$ cat config.mk
export PLATFORM = sky130hd
export DESIGN_NAME = fifo_param
export DESIGN_NICKNAME = d
export VERILOG_FILES = /design/src/rtl/fifo_param.sv
export SDC_FILE = /design/constraint.sdc
export NUM_CORES = 1
export LEC_CHECK = 0
export ABC_AREA = 1
export BUFFER_PORTS_ARGS = -buffer_cell sky130_fd_sc_hd__buf_2
export CAP_MARGIN = 15
export CORE_MARGIN = 2
export CORE_UTILIZATION = 50
export CTS_CLUSTER_DIAMETER = 80
export DETAILED_ROUTE_END_ITERATION = 7
export HOLD_SLACK_MARGIN = 0.05
export PLACE_DENSITY = 0.72
export RECOVER_POWER = 25
export SYNTH_ARGS = -nofsm -noshare
export SYNTH_HDL_FRONTEND = slang
export SYNTH_SLANG_ARGS = --single-unit
$ cat constraint.sdc
create_clock -name CLK -period 12.2 [get_ports CLK]
set_input_delay 2.44 -clock CLK [delete_from_list [all_inputs] [get_ports CLK]]
set_output_delay 2.44 -clock CLK [all_outputs]
set_load 0.02 [all_outputs]
$ cat src/rtl/fifo_param.sv
// fifo_param: parametrised multi-entry FIFO with enq/deq/first handshakes.
// Ready signals are derived from the occupancy counter: producers stall
// when full and consumers stall when empty.
// Optional macro FIFO_STATUS_EN exposes out_count and out_almost_full.
module fifo_param #(
    parameter int WIDTH       = 128,
    parameter int DEPTH       = 4,
    parameter int AFULL_LEVEL = DEPTH - 1
) (
    input  logic             CLK,
    input  logic             RST,
    input  logic             in_enq__ENA,
    input  logic [WIDTH-1:0] in_enq_v,
    output logic             in_enq__RDY,
    input  logic             out_deq__ENA,
    output logic             out_deq__RDY,
    output logic [WIDTH-1:0] out_first,
    output logic             out_first__RDY
`ifdef FIFO_STATUS_EN
    ,
    output logic [$clog2(DEPTH+1)-1:0] out_count,
    output logic                       out_almost_full
`endif
);

    localparam int AW = $clog2(DEPTH);
    localparam int CW = AW + 1;

    localparam logic [AW-1:0] PTR_ONE   = AW'(1);
    localparam logic [CW-1:0] CNT_ONE   = CW'(1);
    localparam logic [CW-1:0] CNT_FULL  = CW'(DEPTH);
    localparam logic [CW-1:0] CNT_EMPTY = CW'(0);

    // Reject unusable configurations at elaboration time.
    if (DEPTH < 2 || (DEPTH & (DEPTH - 1)) != 0 || AFULL_LEVEL < 0 || AFULL_LEVEL > DEPTH)
    begin : g_param_check
        $error("fifo_param: DEPTH must be a power of two >= 2 and 0 <= AFULL_LEVEL <= DEPTH");
    end

    logic [WIDTH-1:0] mem_r [DEPTH];
    logic [AW-1:0]    wr_ptr_r;
    logic [AW-1:0]    rd_ptr_r;
    logic [CW-1:0]    count_r;
    logic [CW-1:0]    count_next_s;
    logic             enq_fire_s;
    logic             deq_fire_s;
    logic             not_full_s;
    logic             not_empty_s;

    // Ready flags come straight from the count register, so there is no
    // combinational path from any ENA input to any RDY output.
    assign not_full_s     = (count_r != CNT_FULL);
    assign not_empty_s    = (count_r != CNT_EMPTY);
    assign in_enq__RDY    = not_full_s;
    assign out_deq__RDY   = not_empty_s;
    assign out_first__RDY = not_empty_s;

    // An ENA without its matching RDY is silently dropped.
    assign enq_fire_s = in_enq__ENA & not_full_s;
    assign deq_fire_s = out_deq__ENA & not_empty_s;

    // Head entry is read directly from storage; stale when empty.
    assign out_first = mem_r[rd_ptr_r];

    // Next occupancy: simultaneous enq and deq cancel out.
    always_comb begin
        count_next_s = count_r;
        case ({enq_fire_s, deq_fire_s})
            2'b10:   count_next_s = count_r + CNT_ONE;
            2'b01:   count_next_s = count_r - CNT_ONE;
            2'b11:   count_next_s = count_r;
            default: count_next_s = count_r;
        endcase
    end

    // Pointer and occupancy registers; reset wins over any same-cycle ENA.
    always_ff @(posedge CLK) begin
        if (RST) begin
            wr_ptr_r <= '0;
            rd_ptr_r <= '0;
            count_r  <= '0;
        end else begin
            if (enq_fire_s) begin
                wr_ptr_r <= wr_ptr_r + PTR_ONE;
            end
            if (deq_fire_s) begin
                rd_ptr_r <= rd_ptr_r + PTR_ONE;
            end
            count_r <= count_next_s;
        end
    end

    // Storage array; cleared on reset so out_first reads 0 afterwards.
    always_ff @(posedge CLK) begin
        if (RST) begin
            for (int i = 0; i < DEPTH; i++) begin
                mem_r[i] <= '0;
            end
        end else if (enq_fire_s) begin
            mem_r[wr_ptr_r] <= in_enq_v;
        end
    end

`ifdef FIFO_STATUS_EN
    localparam logic [CW-1:0] AFULL_CNT = CW'(AFULL_LEVEL);

    assign out_count       = count_r;
    assign out_almost_full = (count_r >= AFULL_CNT);
`endif

endmodule

==> results.md <==
- The endpoint kind of the worst setup timing path is a register.
- The post-route worst hold slack is a little over 500 ps.
- The checks that failed: capacitance limit, slew limit.
- The count of yosys warnings during synthesis is 0.
- VDD sags by at most about 180 uV.
- The proportion of layout cells with a drive suffix above 1 is 0.225.
- The area growth from synthesis to layout is 12.9%.
- The number of sinks handled by clock tree synthesis is approximately 520.
- Dividing total power by cell area gives a power density of 199 mW/mm^2.
- The total overflow left after global routing is 0.
- The CTS clock-pin slew for the worst setup and hold paths is around 60 ps.
- The violation count after the first detailed-route iteration is 1310.
- The maximum cell stage delay along the critical path is between 3000 and 4000 ps.
- The count of pins on the block boundary is about 260.
- The clock period could shrink to around 7300 ps.
- After synthesis, the mean cell area works out to approximately 11 sq um.
- The final routed DRC violation total is 0.
- The clock tree from TritonCTS is yes.
- The first global-routing pass estimated approximately 93000 um of wire.
- The count of buffers inserted at the top-level ports is between 200 and 300.
- Data on the critical path arrives at its endpoint at 7470 ps.
- The initial standard-cell utilization of the core is 0.507.
- Buffers added to address setup during post-CTS repair amount to 0.
- TritonCTS created 53 clock buffers.
- Row generation in the floorplan step produced 79 rows.
- The sequential-to-total area share from yosys stat is 0.660.
- The most critical setup path has its startpoint at in_enq__ENA.
- The library cell contributing the largest single delay on the critical path is sky130_fd_sc_hd__o21ai_0.
- The core region is roughly 0.047 sq mm.
- The slew at the pin closest to its max-slew limit is between 4000 and 5000 ps.
- The cell sitting at the root of the clock tree is a sky130_fd_sc_hd__clkbuf_16.
- The largest fanout on the critical path is 56.
- The worst setup path is launched from a primary input.
- The number of max-slew violations in the final report came to approximately 240.
- The post-synthesis register bit count is about 520.
- Walking the worst path, the cells encountered are clkbuf_1 -> nand2_1 -> o21ai_0 -> buf_4.
- At the later pin of the worst-skew pair, clock insertion delay measures ~590 ps.
- For the final database, setup skew stands at about 20 ps.
- Across the run, the number of max-cap violations was 6.
- Measured along the y axis, the die boundary spans approximately 220 um.
- The layout has 3835 filler cells.
- In the final routed layout, each cell accounts on average for 20.0 um.
- The number of global-route vias before repair is 16900.
- The origin of the critical flop-to-flop path is wr_ptr_r[1].
- In this run, post-CTS repair resized a total of 0 instances.
- The total standard cell area after synthesis is 0.0236 sq mm.
- The number of hold violations in the final report is 0.
- Counting every net in the synthesized netlist gives about 2300.
- Once placement completed, the tool counted placed cells totaling between 2000 and 3000.
- The final critical-path setup slack is between 4000 and 5000 ps.
- The final clock period utilization by the worst path is 0.596.
- The number of cells traversed by the worst register-to-register path is 4.
- Measured on the finished design, the core utilization comes to 0.572.
- For this block, the via count after detailed routing is 16500.
- The type of the tightest min-delay check is reg -> reg.
- Data on the critical path is required at its endpoint by about 12000 ps.
- Setup repair after global routing left no endpoint under its margin.
- The highest clock rate is around 140 MHz.
- The synthesized netlist cell count is between 2000 and 2500.
- The area of the die is about 0.049 sq mm.
- The finished layout holds just under 3000 standard cells, fillers aside.
- Prior to clock tree synthesis, the placed netlist has a worst setup slack of between 6000 and 7000 ps.
- The worst register-to-register path ends at mem_r[1][74].
- In this run the remaining antenna-violating nets after routing total 0.
- Entering global routing, the biggest net connects about 150 pins.
- The finished cells cover 0.0266 sq mm.
- The final net count is roughly 2500.
- Counting along the longest clock path gives a buffer depth of 3.
- The final weighted congestion in routability-driven placement is 0.753.
- After synthesis, the netlist uses 27 different library cells.
- Hold repair after CTS inserted 0 buffers.
- The setup check on the worst reg-to-reg path leaves a slack of 5620 ps.
- The flow ran to the end, but the final reports show violations.
- The width of the die is 221 um.
- The category of the critical setup timing path is in -> reg.
- The via count normalized by instance count is about 5.5.
- In the global route stage, overall resource usage came out at 0.242.
- The placed instances occupy a cell area of about 0.025 sq mm.
- Summed over all layers, the routed wires come to about 60000 um.
- In this run the static leakage power is between 0.01 and 0.015 uW.
- The initial antenna violation count is 5.
- The wire-length estimate of the detail-placed layout is around 30000 um.
- The H-tree generated during clock tree synthesis spans 2 levels.
- The number of detailed-route iterations in the first pass is 5.
- The critical path ends at mem_r[1][74].
- The worst pin sits at a relative slew slack of -2.20.
- Setup violations remaining at the end of the flow were counted as 0.
[cells in the mapped netlist]
master                     instances  area (sq um)
sky130_fd_sc_hd__a21oi_1           5          25.0
sky130_fd_sc_hd__buf_1             2          7.51
sky130_fd_sc_hd__buf_12            1          20.0
sky130_fd_sc_hd__buf_2            59           295
sky130_fd_sc_hd__buf_4             4          30.0
sky130_fd_sc_hd__buf_6            13           146
sky130_fd_sc_hd__buf_8             3          45.0
sky130_fd_sc_hd__clkbuf_1         68           255
sky130_fd_sc_hd__clkbuf_2          7          35.0
sky130_fd_sc_hd__dfxtp_1           9           180
sky130_fd_sc_hd__edfxtp_1        512         15400
sky130_fd_sc_hd__fa_1              1          20.0
sky130_fd_sc_hd__ha_1              1          12.5
sky130_fd_sc_hd__inv_1           193           724
sky130_fd_sc_hd__inv_2            79           297
sky130_fd_sc_hd__nand2_1          14          52.6
sky130_fd_sc_hd__nand2_4           1          11.3
sky130_fd_sc_hd__nand3_1           5          25.0
sky130_fd_sc_hd__nand3_4           1          17.5
sky130_fd_sc_hd__nand4_1           1          6.26
sky130_fd_sc_hd__nor2_1          536          2010
sky130_fd_sc_hd__nor2_2            1          6.26
sky130_fd_sc_hd__nor2_4          109          1230
sky130_fd_sc_hd__nor3_1          128           641
sky130_fd_sc_hd__o21ai_0         261          1310
sky130_fd_sc_hd__o21ai_1           2          10.0
sky130_fd_sc_hd__o22ai_1         128           801
[cells in the final DEF (no fill, tap or decap), drive strengths merged]
cell	Yosys	routed
a21oi	5	5
buf	82	278
bufinv	0	5
clkbuf	75	76
clkinv	0	19
clkinvlp	0	1
dfxtp	9	9
diode	0	2
edfxtp	512	512
fa	1	1
ha	1	1
inv	272	269
nand2	15	15
nand3	6	6
nand4	1	1
nor2	646	646
nor3	128	128
o21ai	263	263
o22ai	128	128
[state kept, by name (all words and copies together), names as in the netlist, named ones only]
register / flops
mem_r: 512
rd_ptr_r: 2
count_r: 3
wr_ptr_r: 2
[final cells by class]
type                            instances  area (sq um)  area share
Inverter                              272          1030      0.0388
Antenna cell                            2          5.00    0.000188
Sequential cell                       521         15600       0.585
Tap cell                              607           759      0.0285
Clock inverter                         22           223     0.00837
Multi-Input combinational cell       1194          6140       0.231
Clock buffer                           71          1420      0.0535
Timing Repair Buffer                  283          1470      0.0551
[per-layer routing]
layer | global-route usage | vias up | routed length (um)
met2 | 0.402 | 595 | 28800
met1 | 0.318 | 8094 | 24900
met4 | 0.0805 | 6 | 1560
met3 | 0.0522 | 114 | 4260
li1 | - | 7654 | -
met5 | 0 | - | 40
[critical path, delay by kind of cell]
family	cells	cell delay [ps]
buffers and inverters	2	1310
AO/OA/AOI/OAI	1	3510
AND/OR/NAND/NOR	1	160
[metrics by stage]
step | power, uW | setup TNS (ps)
finish | 5280 | 0
global route | 5510 | 0
CTS | 5320 | 0
detailed placement | 3760 | 0
global placement | 3730 | 0
floorplan | 3300 | -39590
[how the worst min path moves through the flow]
stage                start          end  slack (ps)  cells after the start
5_1_grt        rd_ptr_r[1]     register         520                      2
6_report       wr_ptr_r[0]  wr_ptr_r[0]         510                      2
2_1_floorplan  rd_ptr_r[1]     register         460                      2
3_3_place_gp   rd_ptr_r[1]     register         470                      2
4_1_cts        wr_ptr_r[0]  wr_ptr_r[0]         510                      2
3_5_place_dp   rd_ptr_r[1]     register         500                      2
[cell families (layout without fill, tap and decap cells)]
| group | after synthesis | in the layout | synth area share |
|---|---|---|---|
| and+or+nand+nor | 796 | 796 | 0.170 |
| DFF | 521 | 521 | 0.660 |
| buffers and inverters | 429 | 648 | 0.0787 |
| AOI/OAI and AO/OA | 396 | 396 | 0.0908 |
| adders and majority gates | 2 | 2 | 0.00138 |
| other | 0 | 2 | 0 |
[power by group]
| part | leakage [uW] | total, uW | internal (uW) | switching, uW |
|---|---|---|---|---|
| Sequential | 0.00541 | 2260 | 2170 | 91.4 |
| Combinational | 0.00398 | 1460 | 393 | 1060 |
| Clock | 0.000798 | 1570 | 916 | 649 |
| Total | 0.0102 | 5280 | 3480 | 1800 |
No activity file was read; power rests on OpenSTA's default activity.
